===== src/rtl/acc_unit_pkg.sv =====
// Shared types for the accumulator unit: rotate FSM states and direction codes.
// Used by acc_unit and acc_unit_rot_ctrl (optional SUB op is enabled with ACC_UNIT_SUB_EN).
package acc_unit_pkg;

    typedef enum logic [1:0] {
        ST_IDLE = 2'd0,
        ST_RUN  = 2'd1,
        ST_DONE = 2'd2
    } rot_state_e;

    localparam logic ROT_RIGHT = 1'b0;
    localparam logic ROT_LEFT  = 1'b1;

endpackage


===== src/rtl/acc_unit_rot_ctrl.sv =====
// Multi-cycle rotate sequencer: counts steps and drives one step strobe per RUN cycle.
// Independent of ACC_UNIT_SUB_EN.
module acc_unit_rot_ctrl
    import acc_unit_pkg::*;
#(
    parameter int CNTW = 5
) (
    input  logic            i_clk,
    input  logic            i_rst_n,
    input  logic            i_start,
    input  logic            i_clr,
    input  logic [CNTW-1:0] i_amt,
    input  logic            i_dir,
    output logic            o_busy,
    output logic            o_done,
    output logic            o_step,
    output logic            o_step_dir,
    output rot_state_e      o_state
);

    localparam logic [CNTW-1:0] CNT_ONE = {{(CNTW-1){1'b0}}, 1'b1};

    rot_state_e      r_state;
    logic [CNTW-1:0] r_cnt;
    logic            r_dir;

    always_ff @(posedge i_clk or negedge i_rst_n) begin
        if (!i_rst_n) begin
            r_state <= ST_IDLE;
            r_cnt   <= '0;
            r_dir   <= ROT_RIGHT;
        end else begin
            case (r_state)
                ST_IDLE: begin
                    if (i_start) begin
                        r_cnt   <= i_amt;
                        r_dir   <= i_dir;
                        r_state <= (i_amt != '0) ? ST_RUN : ST_DONE;
                    end
                end
                ST_RUN: begin
                    // CLR aborts the rotate without a completion pulse
                    if (i_clr) begin
                        r_cnt   <= '0;
                        r_state <= ST_IDLE;
                    end else begin
                        r_cnt <= r_cnt - CNT_ONE;
                        if (r_cnt == CNT_ONE) begin
                            r_state <= ST_DONE;
                        end
                    end
                end
                ST_DONE: begin
                    r_state <= ST_IDLE;
                end
                default: begin
                    r_state <= ST_IDLE;
                end
            endcase
        end
    end

    assign o_busy     = (r_state == ST_RUN);
    assign o_done     = (r_state == ST_DONE);
    assign o_step     = (r_state == ST_RUN) && !i_clr;
    assign o_step_dir = r_dir;
    assign o_state    = r_state;

endmodule


===== src/rtl/acc_unit.sv =====
// Accumulator datapath with single-cycle ops and a multi-cycle rotate through E.
// Define ACC_UNIT_SUB_EN to add the SUB strobe ({E,AC} <= AC - DR, E=1 means no borrow).
module acc_unit
    import acc_unit_pkg::*;
#(
    parameter int WIDTH = 16,
    parameter int CNTW  = $clog2(WIDTH) + 1
) (
    input  logic             CLK,
    input  logic             RSTn,
    input  logic             CLR,
    input  logic             LD,
    input  logic             INR,
    input  logic             AND,
    input  logic             ADD,
    input  logic             CMA,
    input  logic             CME,
    input  logic             CLE,
    input  logic             CIR,
    input  logic             CIL,
`ifdef ACC_UNIT_SUB_EN
    input  logic             SUB,
`endif
    input  logic [WIDTH-1:0] inAC,
    input  logic [WIDTH-1:0] DR,
    input  logic             ROTGO,
    input  logic [CNTW-1:0]  ROTAMT,
    input  logic             ROTDIR,
    output logic [WIDTH-1:0] AC,
    output logic             E,
    output logic             Z,
    output logic             N,
    output logic             BUSY,
    output logic             DONE
);

    localparam logic [WIDTH:0] EXT_ONE = {{WIDTH{1'b0}}, 1'b1};

    logic [WIDTH-1:0] r_ac;
    logic             r_e;

    logic [WIDTH-1:0] w_ac_nxt;
    logic             w_e_nxt;
    logic             w_rot_start;
    logic             w_step;
    logic             w_step_dir;
    logic             w_idle;
    rot_state_e       w_rot_state;

    acc_unit_rot_ctrl #(
        .CNTW (CNTW)
    ) u_rot_ctrl (
        .i_clk      (CLK),
        .i_rst_n    (RSTn),
        .i_start    (w_rot_start),
        .i_clr      (CLR),
        .i_amt      (ROTAMT),
        .i_dir      (ROTDIR),
        .o_busy     (BUSY),
        .o_done     (DONE),
        .o_step     (w_step),
        .o_step_dir (w_step_dir),
        .o_state    (w_rot_state)
    );

    assign w_idle = (w_rot_state == ST_IDLE);

    // CLR wins in every state; everything else only from IDLE, first strobe in priority order.
    always_comb begin
        w_ac_nxt    = r_ac;
        w_e_nxt     = r_e;
        w_rot_start = 1'b0;
        if (CLR) begin
            w_ac_nxt = '0;
        end else if (w_step) begin
            if (w_step_dir == ROT_LEFT) begin
                {w_e_nxt, w_ac_nxt} = {r_ac, r_e};
            end else begin
                {w_ac_nxt, w_e_nxt} = {r_e, r_ac};
            end
        end else if (w_idle) begin
            if (LD) begin
                w_ac_nxt = inAC;
            end else if (INR) begin
                {w_e_nxt, w_ac_nxt} = {1'b0, r_ac} + EXT_ONE;
            end else if (AND) begin
                w_ac_nxt = r_ac & DR;
            end else if (ADD) begin
                {w_e_nxt, w_ac_nxt} = {1'b0, r_ac} + {1'b0, DR};
`ifdef ACC_UNIT_SUB_EN
            end else if (SUB) begin
                {w_e_nxt, w_ac_nxt} = {1'b0, r_ac} + {1'b0, ~DR} + EXT_ONE;
`endif
            end else if (CMA) begin
                w_ac_nxt = ~r_ac;
            end else if (CME) begin
                w_e_nxt = ~r_e;
            end else if (CLE) begin
                w_e_nxt = 1'b0;
            end else if (CIR) begin
                {w_ac_nxt, w_e_nxt} = {r_e, r_ac};
            end else if (CIL) begin
                {w_e_nxt, w_ac_nxt} = {r_ac, r_e};
            end else if (ROTGO) begin
                w_rot_start = 1'b1;
            end
        end
    end

    always_ff @(posedge CLK or negedge RSTn) begin
        if (!RSTn) begin
            r_ac <= '0;
            r_e  <= 1'b0;
        end else begin
            r_ac <= w_ac_nxt;
            r_e  <= w_e_nxt;
        end
    end

    assign AC = r_ac;
    assign E  = r_e;
    assign Z  = (r_ac == '0);
    assign N  = r_ac[WIDTH-1];

endmodule


===== config.mk =====
export PLATFORM = sky130hd
export DESIGN_NAME = acc_unit
export DESIGN_NICKNAME = d
export VERILOG_FILES = /design/src/rtl/acc_unit_pkg.sv /design/src/rtl/acc_unit_rot_ctrl.sv /design/src/rtl/acc_unit.sv
export SDC_FILE = /design/constraint.sdc
export NUM_CORES = 1
export LEC_CHECK = 0
export CELL_PAD_IN_SITES_DETAIL_PLACEMENT = 1
export CELL_PAD_IN_SITES_GLOBAL_PLACEMENT = 2
export CORE_MARGIN = 10
export CORE_UTILIZATION = 28
export DETAILED_ROUTE_END_ITERATION = 8
export PLACE_DENSITY_LB_ADDON = 0.1
export SLEW_MARGIN = 40
export SYNTH_ARGS = -nofsm -noshare
export SYNTH_HDL_FRONTEND = slang
export SYNTH_SLANG_ARGS = --single-unit

===== constraint.sdc =====
create_clock -name CLK -period 2.6 [get_ports CLK]
set_input_delay 0.52 -clock CLK [delete_from_list [all_inputs] [get_ports CLK]]
set_output_delay 0.52 -clock CLK [all_outputs]
set_load 0.01 [all_outputs]

==> metrics.yaml, run 1 <==
min_path:
  hp-class: "reg2reg"
final_layout:
  finish.instance_area_um2: 5400
  area.sequential_um2: 626
  drive_gt1_share_pct: 21.9
  multiInputGateArea_um2: 2990
  utilization_pct: 40.4
  mostFrequentLayoutCell: "buf_4"
  final_cell_mix: "92 x buf_4, 66 x clkdlybuf4s50_1, 61 x nand2_1, 46 x a21oi_1, 35 x o21ai_0"
  antenna_cells: 0
  num-nets-final: 709
  fillCellCount: 1675
  area_delta_synth_final_pct: 40.9
floorplanning:
  initial_core_util_pct: 28.7
  fp.coreArea_um2: 13300
  rows: 42
  pin_count: 72
  die_x_um: 137
  die_area_um2: 18800
  die_h_um: 137
yosys:
  synth_seq_cells: 25
  yosys_warnings: 0
  synth-edff-count: 0
  synth-seq-area-share_pct: 16.3
  synth_top_family_by_area: "compound AO/OA/AOI/OAI gates"
  synthMuxAreaShare_pct: 10.0
  synth_fa_ha_area_share_pct: 7.05
  synth_top_flop_cell: "dfrtp_1"
  async_flop_share_pct: 100
  synth.top_cell.area_share_pct: 16.3
  post-synth-top-area-cell: "dfrtp_1"
  synth_cell_type_count: 74
  synth_compound_area_share_pct: 30.7
  synth_simple_gate_area_share_pct: 24.4
  syn_inst: 509
  avgSynthCellArea_um2: 7.53
  synthTopCellsByArea: "dfrtp_1 16%, mux2i_1 6.8%, ha_1 6.5%, a21oi_1 6.1%, nand2_1 6.1%"
  synth_xor_area_share_pct: 3.66
  synth_nets: 581
  syn_area_um2: 3830
outcome:
  outcome: "completed"
placed_design:
  routabilityCongestion: 0.865
  place_hpwl_um: 14100
  port_buffers: 71
  placed_area_um2: 5190
sta:
  drv_slew: 0
  hold_violations: 0
  rsz0062_at_grt: "false"
  post-route-period-util_pct: 97.0
  maxSlewHeadroom_pct: 63.6
  worst_pin_slew_ns: 0.544
  setup_viol: 0
  worst_clock_skew_ns: 0.00508
  period_needed_ns: 2.52
  max_clock_freq_mhz: 396
setup_path:
  crit_slowest_cell: "dfrtp_1"
  crit_top_cell: "buf_4"
  path_class: "reg2reg"
  cp-end-kind: "flip-flop"
  crit_chain: "ha_2, fa_2, a211oi_2, buf_4, nor3_4, o21ai_2, buf_4, mux2i_1, a211o_1, a221o_1"
  start_kind: "flip-flop"
  slowest_delay_ns: 0.40
  arrival_ns: 2.70
  worstPathMaxFanout: 2
  worst_ep_required_time_ns: 2.78
drt:
  drc: 0
  num_vias: 4628
  totalWireLength_um: 18300
  routedWlPerCell_um: 22.6
  ant_nets: 0
  drt-pass1-iter-count: 4
  viasPerCell: 5.70
  drt-initial-drc-count: 263
grt:
  antenna_found_initial: 0
  grt_pass1_vias: 5009
  grt_use_total_pct: 19.4
  grt_remaining_overflow: 0
  grt_start_max_net_pins: 35
  grt_first_pass_wirelength_um: 28400
run:
  maxCapViolations: 0
clock_tree:
  cts_buffer_depth: 2
  worstSkewPairLatency_ns: 0.29
  cts_root_buf: "clkbuf_16"
  cts_sinks: 25
  htreeDepth: 1
  numCtsBuffers: 3
  clkSlewWorstSetupHoldPaths_ns: 0.09
  cts_tree: "built"
pwr:
  leakage_nw: 2.25
  power_density_nw_per_um2: 730
  totalPowerFinal_mw: 3.94
  max-vdd-ir-drop_mv: 0.300
==> where the power goes <==
| group | total [mW] | internal [mW] | switching, mW |
|---|---|---|---|
| clock network | 0.415 | 0.212 | 0.204 |
| registers | 0.696 | 0.515 | 0.182 |
| logic | 2.83 | 1.31 | 1.52 |
| total | 3.94 | 2.04 | 1.90 |
==> layer usage <==
| metal | share of wire (%) | up-vias | track usage, % |
|---|---|---|---|
| li1 | - | 2182 | - |
| met1 | 45 | 2318 | 25.5 |
| met2 | 48 | 107 | 32.3 |
| met3 | 5.2 | 21 | 2.53 |
| met4 | 1.5 | 0 | 5.27 |
| met5 | 0 | - | 0 |
==> final timing paths <==
path                                                       from                                end  slack [ns]  depth (start not counted)
worst max register to register                AC[0]$_DFFE_PN0P_                 AC[12]$_DFFE_PN0P_        0.08                         10
max in group asynchronous                                  RSTn                  AC[7]$_DFFE_PN0P_        1.65                          2
worst max-delay path                          AC[0]$_DFFE_PN0P_                 AC[12]$_DFFE_PN0P_        0.08                         10
min in group asynchronous                                  RSTn  u_rot_ctrl.o_state[1]$_DFFE_PN0P_        0.62                          2
worst min register to register  u_rot_ctrl.r_cnt[4]$_DFFE_PN0P_    u_rot_ctrl.r_cnt[4]$_DFFE_PN0P_        0.55                          2
worst min-delay path            u_rot_ctrl.r_cnt[4]$_DFFE_PN0P_    u_rot_ctrl.r_cnt[4]$_DFFE_PN0P_        0.55                          2
==> registers in the layout (all words and copies together) (netlist names) <==
| name | count |
|---|---|
| u_rot_ctrl.o_state | 2 |
| E | 1 |
| u_rot_ctrl.o_step_dir | 1 |
| u_rot_ctrl.r_cnt | 5 |
| AC | 16 |
==> critical path: cells and delay by family, from the launching register on <==
family	cells	cell delay [ns]
AO/OA/AOI/OAI	4	1.03
adder cells (fa/ha/maj)	2	0.55
flip-flops	1	0.40
buffers and inverters	2	0.31
multiplexers	1	0.07
AND/OR/NAND/NOR	1	0.05
==> cell usage after synthesis (all sizes together), types with 6 or more instances <==
cell     n
inv     12
nand2   62
and3     7
a31oi    8
xnor2    9
xor2     7
ha      20
nor2    29
o21ai   39
nor2b   11
a21oi   48
dfrtp   25
a211o    6
nor3    22
mux2i   26
buf     22
nand3   11
mux2    11
a221o    6
clkbuf  20
nand4    8
a211oi  14
==> through the flow <==
step	hold slack (ns)	setup slack, ns	std cells	setup TNS [ns]
6_report	0.553	0.0777	812	0
5_1_grt	0.593	0.00158	812	0
4_1_cts	0.538	0.00825	810	0
3_5_place_dp	0.513	-0.702	804	-5.08
3_3_place_gp	0.496	-0.573	804	-4.22
2_1_floorplan	0.224	0.0919	509	0
==> repair_timing <==
item,CTS,global route
pin swaps,11,15
setup buffers,2,2
resized for setup,12,14
hold buffers,0,0
setup endpoints to repair,9,8
==> kinds of logic after synthesis <==
kind of cell | count (synthesis)
multiplexers | 37
adder cells (fa/ha/maj) | 21
XOR/XNOR | 16
AND/OR/NAND/NOR | 182
buffers and inverters | 54
AO/OA/AOI/OAI | 174
flip-flops | 25
==> final cells by class <==
cell class	count	share of cell area, %
Clock buffer	3	1.39
Clock inverter	1	0.139
Inverter	12	0.834
Multi-Input combinational cell	430	55.5
Sequential cell	25	11.6
Tap cell	176	4.08
Timing Repair Buffer	165	26.5
Note: power is estimated with default switching activity, not from simulation.
==> run 2, diff against run 1 <==
--- a/config.mk
+++ b/config.mk
@@ -8,7 +8,7 @@
 export CELL_PAD_IN_SITES_DETAIL_PLACEMENT = 1
 export CELL_PAD_IN_SITES_GLOBAL_PLACEMENT = 2
 export CORE_MARGIN = 10
-export CORE_UTILIZATION = 28
+export CORE_UTILIZATION = 31
 export DETAILED_ROUTE_END_ITERATION = 8
 export PLACE_DENSITY_LB_ADDON = 0.1
 export SLEW_MARGIN = 40
==> constraint.sdc (replaced) <==
create_clock -name CLK -period 2.9 [get_ports CLK]
set_input_delay 0.58 -clock CLK [delete_from_list [all_inputs] [get_ports CLK]]
set_output_delay 0.58 -clock CLK [all_outputs]
set_load 0.01 [all_outputs]
==> metrics.yaml, run 2 (synthesized netlist as in run 1, its figures left out) <==
outcome:
  outcome: "completed"  # unchanged
sta:
  post-route-period-util_pct: 95.5
  maxSlewHeadroom_pct: 55.4  # was 63.6%
  max_clock_freq_mhz: 361
  setup_tns_ns: 0  # unchanged
  worst_pin_slew_ns: 0.668  # was 0.544 ns
  period_needed_ns: 2.77
  drv_slew: 0  # unchanged
  holdWs_ns: 0.528  # was 0.553 ns
  worst_clock_skew_ns: 0.00384  # was 0.00508 ns
  setup_viol: 0  # unchanged
  hold_violations: 0  # unchanged
  rsz0062_at_grt: "false"  # unchanged
drt:
  drc: 0  # unchanged
  drt-pass1-iter-count: 5  # was 4
  num_vias: 4519  # was 4628
  totalWireLength_um: 17500  # was 18300 um
  ant_nets: 0  # unchanged
  routedWlPerCell_um: 22.7  # was 22.6 um
  drt-initial-drc-count: 343  # was 263
  viasPerCell: 5.85  # was 5.70
final_layout:
  stdcell_count: 772  # was 812
  area_delta_synth_final_pct: 32.7  # was 40.9%
  final_cell_mix: "71 x clkdlybuf4s50_1, 62 x nand2_1, 60 x buf_4, 46 x a21oi_1, 36 x o21ai_0"  # was 92 x buf_4, 66 x clkdlybuf4s50_1, 61 x nand2_1, 46 x a21oi_1, 35 x o21ai_0
  mostFrequentLayoutCell: "clkdlybuf4s50_1"  # was buf_4
  drive_gt1_share_pct: 15.9  # was 21.9%
  antenna_cells: 0  # unchanged
  largest_reg_flops: 16  # unchanged
  finish.instance_area_um2: 5080  # was 5400 um^2
  num-nets-final: 677  # was 709
setup_path:
  crit_chain: "clkdlybuf4s50_1, ha_2, fa_2, a211oi_2, buf_4, nor3_1, o21ai_2, a21oi_2, or4b_1, nand3_1"  # was ha_2, fa_2, a211oi_2, buf_4, nor3_4, o21ai_2, buf_4, mux2i_1, a211o_1, a221o_1
  path_buf_inv: 2  # unchanged
  crit_slowest_cell: "or4b_1"  # was dfrtp_1
  path_class: "in2reg"  # was reg2reg
  cp-end-kind: "flip-flop"  # unchanged
  arrival_ns: 2.99  # was 2.70 ns
  cpLargestDelayFamily: "simple AND/OR/NAND/NOR gates"  # was compound AO/OA/AOI/OAI gates
  start_kind: "input pin"  # was flip-flop
  worst_ep_required_time_ns: 3.12  # was 2.78 ns
  worstPathMaxFanout: 3  # was 2
  slowest_delay_ns: 0.53  # was 0.40 ns
placed_design:
  routabilityCongestion: 0.876  # was 0.865
  placed_cells: 768  # was 804
  placed_area_um2: 4980  # was 5190 um^2
  place_hpwl_um: 13300  # was 14100 um
  port_buffers: 71  # unchanged
clock_tree:
  numCtsBuffers: 3  # unchanged
  cts_buffer_depth: 2  # unchanged
  htreeDepth: 1  # unchanged
  postCtsSetupRepairBufs: 0  # was 2
  worstSkewPairLatency_ns: 0.28  # was 0.29 ns
  cts_root_buf: "clkbuf_16"  # unchanged
  cts_sinks: 25  # unchanged
  clkSlewWorstSetupHoldPaths_ns: 0.08  # was 0.09 ns
  cts_tree: "built"  # unchanged
pwr:
  power_switching_share_pct: 48.9  # was 48.3%
  internal_power_mw: 1.72  # was 2.04 mW
  leakage_nw: 2.06  # was 2.25 nW
  clkPwrFrac_pct: 10.9  # was 10.5%
  totalPowerFinal_mw: 3.37  # was 3.94 mW
  power_density_nw_per_um2: 663  # was 730 nW/um^2
  seqPwrFrac_pct: 19.7  # was 17.7%
  max-vdd-ir-drop_mv: 0.335  # was 0.300 mV
  p_comb_share_pct: 69.4  # was 71.8%
  p_switching_mw: 1.65  # was 1.90 mW
grt:
  grt_first_pass_wirelength_um: 27800  # was 28400 um
  grt_start_max_net_pins: 38  # was 35
  grt_pass1_vias: 4825  # was 5009
  grt_use_total_pct: 19.6  # was 19.4%
  antenna_found_initial: 0  # unchanged
  grt_remaining_overflow: 0  # unchanged
run:
  maxCapViolations: 0  # unchanged
min_path:
  hp-class: "reg2reg"  # unchanged
floorplanning:
  fp.coreArea_um2: 12100  # was 13300 um^2
  die_x_um: 131  # was 137 um
  die_area_um2: 17200  # was 18800 um^2
  initial_core_util_pct: 31.8  # was 28.7%
  die_h_um: 131  # was 137 um
  rows: 40  # was 42
  pin_count: 72  # unchanged
==> run 2: worst paths after layout <==
| path | startpoint | end | slack [ns] | cells past startpoint |
|---|---|---|---|---|
| worst min register to register | u_rot_ctrl.r_cnt[4]$_DFFE_PN0P_ | u_rot_ctrl.r_cnt[4]$_DFFE_PN0P_ | 0.53 | 2 |
| worst max-delay path | DR[0] | AC[14]$_DFFE_PN0P_ | 0.13 | 10 |
| max in group asynchronous | RSTn | AC[8]$_DFFE_PN0P_ | 1.89 | 2 |
| worst max register to register | AC[1]$_DFFE_PN0P_ | AC[9]$_DFFE_PN0P_ | 0.40 | 8 |
| min in group asynchronous | RSTn | AC[4]$_DFFE_PN0P_ | 0.69 | 2 |
| worst min-delay path | u_rot_ctrl.r_cnt[4]$_DFFE_PN0P_ | u_rot_ctrl.r_cnt[4]$_DFFE_PN0P_ | 0.53 | 2 |
==> run 2: power groups by stage <==
stage | combinational, mW | clock (mW) | sequential [mW]
detailed placement | 2.30 | 0 | 0.663
finish | 2.34 | 0.367 | 0.664
CTS | 2.32 | 0.370 | 0.656
floorplan | 1.40 | 0 | 0.614
global route | 2.56 | 0.387 | 0.684
global placement | 2.27 | 0 | 0.658
==> run 2: per-layer routing <==
metal | share of wire [%] | wire (um) | vias to the layer above | global-route usage [%]
li1 | - | - | 2105 | -
met1 | 45 | 7830 | 2270 | 25.7
met2 | 48 | 8480 | 125 | 33.1
met3 | 5.0 | 869 | 19 | 2.52
met4 | 1.9 | 336 | 0 | 5.06
met5 | 0 | 0 | - | 0
==> run 2: per-stage QoR <==
step                      util, %  setup WS, ns
final                        42.2         0.131
after global routing         42.2        0.0149
after CTS                    42.0        0.0299
after detailed placement     41.3        -0.357
after global placement       41.3        -0.343
after floorplan                 -         0.334
==> run 2: repair_timing <==
action | CTS | global route
pin swaps | 0 | 1
cloned | 0 | 0
setup endpoints to repair | 1 | 3
hold buffers | 0 | 0
resized for setup | 1 | 5
==> run 2: cell type report <==
cell class | instances | area, um^2
Tap cell | 168 | 210
Inverter | 12 | 45.0
Timing Repair Buffer | 133 | 1200
Clock buffer | 3 | 75.1
Clock inverter | 1 | 7.51
Sequential cell | 25 | 626
Multi-Input combinational cell | 430 | 2920
Fill cell | 1501 | 6980
==> run 2: worst register-to-register path, stage by stage, from the launching register on <==
cell	delay [ns]
dfrtp_1	0.42
buf_4	0.20
ha_1	0.31
a211o_1	0.28
a211o_1	0.30
a31oi_1	0.19
xor2_1	0.09
or4_1	0.40
a41oi_1	0.22
==> run 3, diff against run 2 <==
--- a/config.mk
+++ b/config.mk
@@ -11,6 +11,7 @@
 export CORE_UTILIZATION = 31
 export DETAILED_ROUTE_END_ITERATION = 8
 export PLACE_DENSITY_LB_ADDON = 0.1
+export SKIP_CTS_REPAIR_TIMING = 1
 export SLEW_MARGIN = 40
 export SYNTH_ARGS = -nofsm -noshare
 export SYNTH_HDL_FRONTEND = slang
==> results of run 3 <==
No change in the layout: final DEF, timing and power equal those of run 2.
